===== src/rtl/display_pkg.sv =====
// Shared types and constants for the 4-digit 7-segment scan controller.
package display_pkg;

  typedef enum logic [1:0] {
    ST_OFF,
    ST_DEAD,
    ST_SHOW
  } state_t;

  localparam int unsigned N_DIGITS   = 4;
  localparam logic [3:0]  ANODES_OFF = 4'b1111;

endpackage


===== src/rtl/decodificador.sv =====
// Hex nibble to active-low 7-segment pattern {g,f,e,d,c,b,a} for a common-anode display.
module decodificador (
  input  logic [3:0] i_bcd,
  output logic [6:0] o_seg_c
);

  always_comb begin
    o_seg_c = 7'b1111111;
    case (i_bcd)
      4'h0: o_seg_c = 7'b1000000;
      4'h1: o_seg_c = 7'b1111001;
      4'h2: o_seg_c = 7'b0100100;
      4'h3: o_seg_c = 7'b0110000;
      4'h4: o_seg_c = 7'b0011001;
      4'h5: o_seg_c = 7'b0010010;
      4'h6: o_seg_c = 7'b0000010;
      4'h7: o_seg_c = 7'b1111000;
      4'h8: o_seg_c = 7'b0000000;
      4'h9: o_seg_c = 7'b0010000;
      4'hA: o_seg_c = 7'b0001000;
      4'hB: o_seg_c = 7'b0000011;
      4'hC: o_seg_c = 7'b1000110;
      4'hD: o_seg_c = 7'b0100001;
      4'hE: o_seg_c = 7'b0000110;
      default: o_seg_c = 7'b0001110;
    endcase
  end

endmodule


===== src/rtl/display_scan_ctrl.sv =====
// Time-multiplexed scan of four 7-segment digits through one shared decoder,
// with dead time between digits and frame-boundary commit of double-buffered data.
module display_scan_ctrl
  import display_pkg::*;
#(
  parameter int unsigned DWELL = 1000,
  parameter int unsigned DEAD  = 4
) (
  input  logic        clk,
  input  logic        rst_n,
  input  logic        en,
  input  logic        load,
  input  logic [15:0] data_in,
  input  logic [3:0]  blank_in,
  output logic [6:0]  seg,
  output logic [3:0]  an,
  output logic        pending,
  output logic        frame_done
);

  localparam int unsigned MAX_PH   = (DEAD > DWELL) ? DEAD : DWELL;
  localparam int unsigned CW       = $clog2(MAX_PH + 1);
  localparam logic [1:0]  LAST_IDX = 2'(N_DIGITS - 1);

  state_t          r_state;
  logic [CW-1:0]   r_cnt;
  logic [1:0]      r_idx;
  logic [15:0]     r_act_data;
  logic [3:0]      r_act_blank;
  logic [15:0]     r_shd_data;
  logic [3:0]      r_shd_blank;

  state_t          w_state_nx;
  logic [CW-1:0]   w_cnt_nx;
  logic [1:0]      w_idx_nx;
  logic            w_frame_end;
  logic            w_commit;
  logic [15:0]     w_act_data_nx;
  logic [3:0]      w_act_blank_nx;
  logic [3:0]      w_an_nx;
  logic [3:0]      w_dec_in;
  logic [6:0]      w_seg_c;

  // Next-state: en low overrides everything and parks the scan at digit 0.
  always_comb begin
    w_state_nx  = r_state;
    w_cnt_nx    = r_cnt;
    w_idx_nx    = r_idx;
    w_frame_end = 1'b0;
    if (!en) begin
      w_state_nx = ST_OFF;
      w_cnt_nx   = '0;
      w_idx_nx   = '0;
    end else begin
      case (r_state)
        ST_OFF: begin
          w_state_nx = ST_DEAD;
          w_cnt_nx   = '0;
          w_idx_nx   = '0;
        end
        ST_DEAD: begin
          if (r_cnt == CW'(DEAD - 1)) begin
            w_state_nx = ST_SHOW;
            w_cnt_nx   = '0;
          end else begin
            w_cnt_nx = r_cnt + CW'(1);
          end
        end
        ST_SHOW: begin
          if (r_cnt == CW'(DWELL - 1)) begin
            w_state_nx  = ST_DEAD;
            w_cnt_nx    = '0;
            w_idx_nx    = r_idx + 2'd1;
            w_frame_end = (r_idx == LAST_IDX);
          end else begin
            w_cnt_nx = r_cnt + CW'(1);
          end
        end
        default: begin
          w_state_nx = ST_OFF;
          w_cnt_nx   = '0;
          w_idx_nx   = '0;
        end
      endcase
    end
  end

  // Commit happens while idle or at a frame boundary; a same-cycle load goes to the shadow only.
  always_comb begin
    w_commit       = r_pending_c();
    w_act_data_nx  = w_commit ? r_shd_data  : r_act_data;
    w_act_blank_nx = w_commit ? r_shd_blank : r_act_blank;
  end

  function automatic logic r_pending_c();
    return pending && ((r_state == ST_OFF) || w_frame_end);
  endfunction

  // Decode from next-cycle digit/data so seg is already valid in the first DEAD cycle.
  always_comb begin
    w_dec_in = w_act_data_nx[{w_idx_nx, 2'b00} +: 4];
    w_an_nx  = ANODES_OFF;
    if (w_state_nx == ST_SHOW && !w_act_blank_nx[w_idx_nx]) begin
      w_an_nx[w_idx_nx] = 1'b0;
    end
  end

  decodificador u_dec (
    .i_bcd   (w_dec_in),
    .o_seg_c (w_seg_c)
  );

  always_ff @(posedge clk or negedge rst_n) begin
    if (!rst_n) begin
      r_state     <= ST_OFF;
      r_cnt       <= '0;
      r_idx       <= '0;
      r_act_data  <= '0;
      r_act_blank <= '0;
      r_shd_data  <= '0;
      r_shd_blank <= '0;
      pending     <= 1'b0;
      seg         <= 7'b0000000;
      an          <= ANODES_OFF;
      frame_done  <= 1'b0;
    end else begin
      r_state     <= w_state_nx;
      r_cnt       <= w_cnt_nx;
      r_idx       <= w_idx_nx;
      r_act_data  <= w_act_data_nx;
      r_act_blank <= w_act_blank_nx;
      if (load) begin
        r_shd_data  <= data_in;
        r_shd_blank <= blank_in;
      end
      pending    <= load | (pending & ~w_commit);
      seg        <= w_seg_c;
      an         <= w_an_nx;
      frame_done <= w_frame_end;
    end
  end

endmodule


===== config.mk =====
export PLATFORM = sky130hd
export DESIGN_NAME = display_scan_ctrl
export DESIGN_NICKNAME = d
export VERILOG_FILES = /design/src/rtl/display_pkg.sv /design/src/rtl/decodificador.sv /design/src/rtl/display_scan_ctrl.sv
export SDC_FILE = /design/constraint.sdc
export NUM_CORES = 1
export LEC_CHECK = 0
export ABC_AREA = 1
export BUFFER_PORTS_ARGS = -buffer_cell sky130_fd_sc_hd__buf_2
export CAP_MARGIN = 5
export CORE_MARGIN = 3
export CORE_UTILIZATION = 43
export CTS_CLUSTER_SIZE = 10
export DETAILED_ROUTE_END_ITERATION = 12
export GPL_TIMING_DRIVEN = 0
export PLACE_DENSITY = 0.66
export SYNTH_ARGS = -nofsm -noshare
export SYNTH_HDL_FRONTEND = slang
export SYNTH_SLANG_ARGS = --single-unit

===== constraint.sdc =====
create_clock -name clk -period 6.3 [get_ports clk]
set_input_delay 0.63 -clock clk [delete_from_list [all_inputs] [get_ports clk]]
set_output_delay 0.63 -clock clk [all_outputs]
set_load 0.02 [all_outputs]

# --- Yosys cells after proc, flatten, opt, wreduce, memory -nomap -nowiden ---
# Memory sizes are Yosys's and may differ from the RTL's. A register that Yosys moved wholly into a read port is not among the register bits.
# Index checks and enable logic that the tools add are counted.
op_classes:
  add_sub_neg: 2
  n_lt_le_gt_ge: 2
  eq_ne: 6
  n_shift: 1
  mux: 21
  n_bitwise: 4
  n_reduce_logical: 7
op_table:
  columns: ["op", "n"]
  rows:
  - ["$mux W10", 3]
  - ["$pmux W10 S2", 1]
  - ["$mux W16", 1]
  - ["$shiftx A16 B5 Y4", 1]
  - ["$add A10 B1 Y10 const B", 1]
  - ["$eq A10 B10 Y1 const B", 1]
  - ["$eq A10 B2 Y1 const B", 1]
  - ["$mux W2", 5]
  - ["$mux W4", 2]
  - ["$eq A2 B2 Y1 const B", 3]
  - ["$pmux W2 S3", 1]
  - ["$mux W1", 5]
  - ["$not A4 Y4", 1]
  - ["$pmux W2 S2", 1]
  - ["$logic_and A1 B1 Y1", 3]
  - ["$lt A2 B3 Y1 const B", 1]
  - ["$add A2 B1 Y2 const B", 1]
  - ["$bmux W1 S2", 1]
  - ["$demux W1 S2", 1]
  - ["$eq A2 B1 Y1 const B", 1]
  - ["$ge A2 B1 Y1 const B", 1]
  - ["$logic_not A1 Y1", 2]
  - ["$logic_not A2 Y1", 1]
  - ["$and A1 B1 Y1", 1]
  - ["other kinds (3)", 3]
totals:
  register_bits: 60
  rom_bits: 112
  inputBits: 24
  out_inout_bits: 13
  elab_cells: 54
  memories: 1
memory_table:
  columns: ["memory", "depth", "word_bits", "read_ports", "rd_ports_with_merged_regs", "wr", "line", "source"]
  rows:
  - ["(no name shown)", 16, 7, 1, 1, 0, "decodificador.sv:9", "case (i_bcd)"]

# --- Depth between registers and ports, before layout ---
depth:
  depth_word: 12
  depth_mapped: 20
  ltp_nobuf: 19

# --- Cells and area by module ---
# A second synthesis with hierarchy kept.
unflattened:
  hier_cells: 364
  area_unflattened_um2: 3191.8
by_module_without_submodules:
  columns: ["module", "n_inst", "cells_per_inst", "area_per_inst_um2", "seq_area_each_um2"]
  rows:
  - ["display_scan_ctrl", 1, 315, 2917.8, 1681.6]
  - ["decodificador", 1, 49, 274.0, 0.0]

# --- Worst setup path before layout ---
# OpenSTA, ideal clock, no wires.
synth_timing:
  kind: "register to register"
  startpoint: "reg r_state[0]"
  endpoint: "reg seg[5]"
  setup_ns: 0.116
  arrival_time_ns: 2.226
  required_time_ns: 6.184
  setup_slack_ns: 3.957
  path_stages_with_launch: 20
  path_buffers: 1
  period_less_slack_ns: 2.343
  cell_sequence: "dfrtp_1 inv_1 ha_1 nand2_1 nor2_1 nand4_2 nand2_4 nand2_4 buf_6 nand2_1 nand2_1 nand2_1 nand2_1 nor2_2 inv_1 ha_1 nand2_2 nand2_1 nand2_1 nand2_1"
synth_between:
  elab_chain_cells: 7
  elab_cells_between_ends: 11
  classes_between: "eq/ne: 2; shift: 1; mux: 5; reduce/logical: 3"
synth_lines:
  columns: ["element", "line", "source"]
  rows:
  - ["start, declared", "display_scan_ctrl.sv:25", "state_t r_state;"]
  - ["start signal, assigned", "display_scan_ctrl.sv:127", "r_state <= w_state_nx;"]
  - ["$eq A2 B2 Y1", "display_scan_ctrl.sv:55", "case (r_state)"]
  - ["$mux W1", "display_scan_ctrl.sv:55", null]
  - ["$mux W1", "display_scan_ctrl.sv:50", "if (!en) begin"]
  - ["$logic_or A1 B1 Y1 (*)", "display_scan_ctrl.sv:96", "return pending && ((r_state == ST_OFF) || w_frame_end);"]
  - ["$logic_and A1 B1 Y1 (*)", "display_scan_ctrl.sv:96", null]
  - ["$mux W16 (*)", "display_scan_ctrl.sv:91", "w_act_data_nx = w_commit ? r_shd_data : r_act_data;"]
  - ["net w_act_data_nx[5]", "display_scan_ctrl.sv:38", "logic [15:0] w_act_data_nx;"]
  - ["$shiftx A16 B5 Y4 (*)", "display_scan_ctrl.sv:101", "w_dec_in = w_act_data_nx[{w_idx_nx, 2'b00} +: 4];"]
  - ["end, declared", "display_scan_ctrl.sv:15", "output logic [6:0] seg,"]
# The timed path passes the listed nets; every way through them passes the cells marked *.
# A chain may end at the register's enable or synchronous reset.

# --- Worst setup path after layout ---
# Ends and elaborated chain as after synthesis.

==> results <==
- For this design the ratio of total power to cell area is roughly 270 nW/um^2.
- Combinational cells account for about a fifth of the total power.
- The clock period could shrink to roughly 2.8 ns.
- The cell with the largest stage delay on the worst path is sky130_fd_sc_hd__dfrtp_1.
- Buffers inserted during clock tree synthesis total 9.
- The overall die area is 9140 um^2.
- Setup repair after global routing left no endpoint under its margin.
- The count of nets left with antenna violations once routing finished came out at 0.
- Summed over all cells, the static leakage comes to 2.00 nW.
- Counting the fill cells in the layout gives 785.
- The setup total negative slack is 0 ns.
- The count of endpoints failing hold in the final timing report is 0.
- The top cell type by area accounts for 45.7% of the synthesized area.
- The kind of end point of the critical path is a flop.
- After detailed placement, the total cell area comes to between 3000 and 4000 um^2.
- The switching power summed over all nets is between 0.3 and 0.4 mW.
- After detailed routing, the average wire length per cell comes to around 12 um.
- The ratio of final minimum period to clock period is 44.3%.
- The netlist uses 35 different library cells.
- The total wire length is approximately 6600 um.
- The internal power is 0.745 mW.
- The register bit total from synthesis is 67.
- Ranked by total cell area, the synthesized netlist is headed by sky130_fd_sc_hd__dfrtp_1, sky130_fd_sc_hd__nand2_1, sky130_fd_sc_hd__nand3_1.
- The clock network power share is roughly a third.
- The number of core rows is 32.
- The initial standard-cell utilization of the core is between 40% and 50%.
- The half-perimeter wire length after placement is 4920 um.
- The arrival time at the worst endpoint is roughly 3 ns.
- TritonCTS built the clock tree.
- The clock-pin slew on the worst setup and hold paths is 0.07 ns.
- The first-pass iteration count of the detailed router is 5.
- The switching share of total power is 29.0%.
- Max-cap violations in this run came to 0.
- Yosys printed 0 warnings.
- The pin slew with the least headroom to its limit is around 0.82 ns.
- The area of the placeable core is between 7000 and 8000 um^2.
- The via count of the first global-routing pass is ~2600.
- The number of port buffers is 36.
- The worst hold-check slack is ~0.38 ns.
- The final-report setup violation count is 0.
- The die boundary height is 95.6 um.
- The buffer count from post-CTS setup fixing is 0.
- The highest ir drop seen on vdd is ~120 uV.
- The total routing usage reported by global routing is 16.8%.
- After technology mapping, the gate count stands at roughly 400.
- The flow ran to the end, and the final reports show no timing, DRC or antenna violations.
- The startpoint type of the worst setup path is a flop.
- Entering global routing, the biggest net connects 68 pins.
- The post-route standard cell area excluding fillers is 3940 um^2.
- The ratio of cells with drive above 1 in the final layout is 25.3%.
- The combined buffer and inverter count along the critical path is 3.
- The number of antenna violations at the first check in global routing came to 0.
- The final weighted congestion of routability-driven global placement is 0.874.
- The worst pin sits at a relative slew slack of a little under half.
- Using the TritonRoute via totals, the vias-per-cell ratio works out to approximately 4.7.
- The relative area change from synthesis to final layout is 14.2%.
- Of all nets on the critical path, the largest fanout is 10.
- The DRC violations left is 0.
- The data required time of the critical path is roughly 6.5 ns.
- The residual overflow from global routing is 0.
- The number of max-slew violations in the final report was 0.
- The post-cts hold buffer count is 0.
- For this run, the register share of the synthesized area comes to between 40 and 50%.
- Of all cell types, the one taking the most synthesized area is sky130_fd_sc_hd__dfrtp_1.
- The sequential fraction of design power is 47.3%.
- The most prevalent standard cell on the critical path is sky130_fd_sc_hd__nand2_1.
- The number of nets in the finished design is 480.
- The insertion delay of the later-clocked pin in the worst-skew pair is 0.34 ns.
- 37 I/O pins were placed.
- Traced cell by cell, the critical path runs through inv_1, ha_1, nand2_1, nor2_1, nand4_2, nand2_4, nand2_4, buf_6, nand2_1, nand2_1, nand3_1, nand2_1, nor2_2, inv_1, ha_1, nand2_2, nand2_1, nand2_1, nand2_1.
- The count of vias placed by the detailed router is between 2000 and 3000.
- The area of the mapped netlist is around 3500 um^2.
- The violation count after the first detailed-routing iteration is around 110.
- The root buffer cell chosen for the clock tree is sky130_fd_sc_hd__clkbuf_8.
- The global-route wire length before repair is roughly 12000 um.
- The critical path is of the reg2reg type.
- After layout, the design draws a total of between 1 and 1.5 mW.
- The critical path's largest stage delay is about 0.4 ns.
- The depth of the CTS H-tree is 3.
- For the final database, setup skew stands at ~0.013 ns.
- The die width is approximately 96 um.
- For this run, the top clock speed supported by timing is between 0.3 and 0.4 GHz.
- In this run the worst hold path is classified as in2async.
- 0 antenna diodes ended up in the layout.
- The kind of cell with the highest combined delay along the critical path is simple AND/OR/NAND/NOR gates.
- No sink is reached through more buffers than the 2 on the longest clock path.
- The tree built by TritonCTS fans out to 67 sinks.
- After synthesis, the mean cell area works out to 8.70 um^2.
- Post-CTS repair changed the size of 0 cells.
- The net count after synthesis is ~430.
## sequential cells by signal, summed over array words and instances, names as in the netlist
register	cells
r_act_data	16
r_shd_data	16
r_cnt	10
seg	7
an	4
r_act_blank	4
r_shd_blank	4
r_idx	2
r_state	2
frame_done	1
pending	1
## path summary, 6_finish.rpt
path                                      start                 endpoint  slack, ns  depth (start not counted)
max                        r_state[0]$_DFF_PN0_         seg[5]$_DFF_PN0_       3.51                         19
min                                       rst_n     frame_done$_DFF_PN0_       0.38                          1
min reg2reg                  r_cnt[0]$_DFF_PN0_       r_cnt[0]$_DFF_PN0_       0.46                          1
max in group asynchronous                 rst_n  r_act_data[0]$_DFF_PN0_       5.37                          1
min in group clk             r_cnt[0]$_DFF_PN0_       r_cnt[0]$_DFF_PN0_       0.46                          1
max reg2reg                r_state[0]$_DFF_PN0_         seg[5]$_DFF_PN0_       3.51                         19
## routing by layer
metal	track usage (%)	up-vias	part of all wire (%)
li1	-	1352	-
met1	22.1	1189	48
met2	26.9	44	46
met3	5.21	9	4.6
met4	4.38	0	1.0
met5	0	-	0
## synthesized netlist by cell type, drive strengths merged
library cell / n
nor4: 2
dfrtp: 63
nor3b: 2
nor3: 3
mux2: 9
nand4: 3
nand2: 130
o21ai: 23
a31o: 1
xor2: 3
inv: 49
nand3: 49
nor2: 26
a22oi: 1
and2: 2
a21oi: 3
ha: 12
buf: 8
clkbuf: 3
dfstp: 4
o211ai: 1
## worst register-to-register path: stages (launching register included)
cell                      delay (ns)
sky130_fd_sc_hd__dfrtp_1        0.40
sky130_fd_sc_hd__inv_1          0.11
sky130_fd_sc_hd__ha_1           0.24
sky130_fd_sc_hd__nand2_1        0.07
sky130_fd_sc_hd__nor2_1         0.11
sky130_fd_sc_hd__nand4_2        0.20
sky130_fd_sc_hd__nand2_4        0.17
sky130_fd_sc_hd__nand2_4        0.08
sky130_fd_sc_hd__buf_6          0.15
sky130_fd_sc_hd__nand2_1        0.06
sky130_fd_sc_hd__nand2_1        0.07
sky130_fd_sc_hd__nand3_1        0.07
sky130_fd_sc_hd__nand2_1        0.08
sky130_fd_sc_hd__nor2_2         0.24
sky130_fd_sc_hd__inv_1          0.13
sky130_fd_sc_hd__ha_1           0.24
sky130_fd_sc_hd__nand2_2        0.10
sky130_fd_sc_hd__nand2_1        0.06
sky130_fd_sc_hd__nand2_1        0.05
sky130_fd_sc_hd__nand2_1        0.04
## through the flow
stage               worst slack [ns]  utilization, %  instances
global placement                3.56            48.4        535
CTS                             3.50            50.8        549
finish                          3.51            50.8        549
global route                    3.22            50.8        549
floorplan                       3.96               -        397
detailed placement              3.52            48.4        535
## power by group through the flow
stage	registers (mW)	clock network (mW)	logic, mW
after global placement	0.504	0	0.213
after global routing	0.502	0.371	0.250
after floorplan	0.522	0	0.136
final	0.497	0.338	0.215
after detailed placement	0.506	0	0.217
after CTS	0.498	0.350	0.218
## cells by family (layout without fill, tap and decap cells)
family / after synthesis / after routing / share of synthesized area [%]
flip-flops: 67 / 67 / 48.7
adder cells (fa/ha/maj): 12 / 12 / 4.35
buffers and inverters: 60 / 110 / 7.65
AO/OA/AOI/OAI: 29 / 29 / 5.15
multiplexers: 9 / 9 / 2.94
XOR/XNOR: 3 / 3 / 0.761
AND/OR/NAND/NOR: 217 / 217 / 30.4
## layout by cell type, fill, tap and decap left out, types with 4 or more instances in the layout
cell type                    n
sky130_fd_sc_hd__buf_6       4
sky130_fd_sc_hd__clkbuf_1    4
sky130_fd_sc_hd__nand2_2    18
sky130_fd_sc_hd__nor2_2      4
sky130_fd_sc_hd__nor2_4      4
sky130_fd_sc_hd__mux2_2      9
sky130_fd_sc_hd__dfstp_2     4
sky130_fd_sc_hd__nand3_1    47
sky130_fd_sc_hd__ha_1       12
sky130_fd_sc_hd__clkbuf_8   10
sky130_fd_sc_hd__buf_2      37
sky130_fd_sc_hd__nand2_1   109
sky130_fd_sc_hd__o21ai_2     5
sky130_fd_sc_hd__inv_1      46
sky130_fd_sc_hd__dfrtp_1    63
sky130_fd_sc_hd__nor2_1     17
sky130_fd_sc_hd__o21ai_0    15
## cell type report
cell class	instances	area, um^2	share of cell area [%]
Sequential cell	67	1680	42.6
Multi-Input combinational cell	270	1510	38.2
Inverter	49	186	4.73
Timing Repair Buffer	36	183	4.63
Clock buffer	11	141	3.59
Tap cell	102	128	3.24
Buffer	11	77.6	1.97
Clock inverter	3	40.0	1.02
No activity file was read; power rests on OpenSTA's default activity.
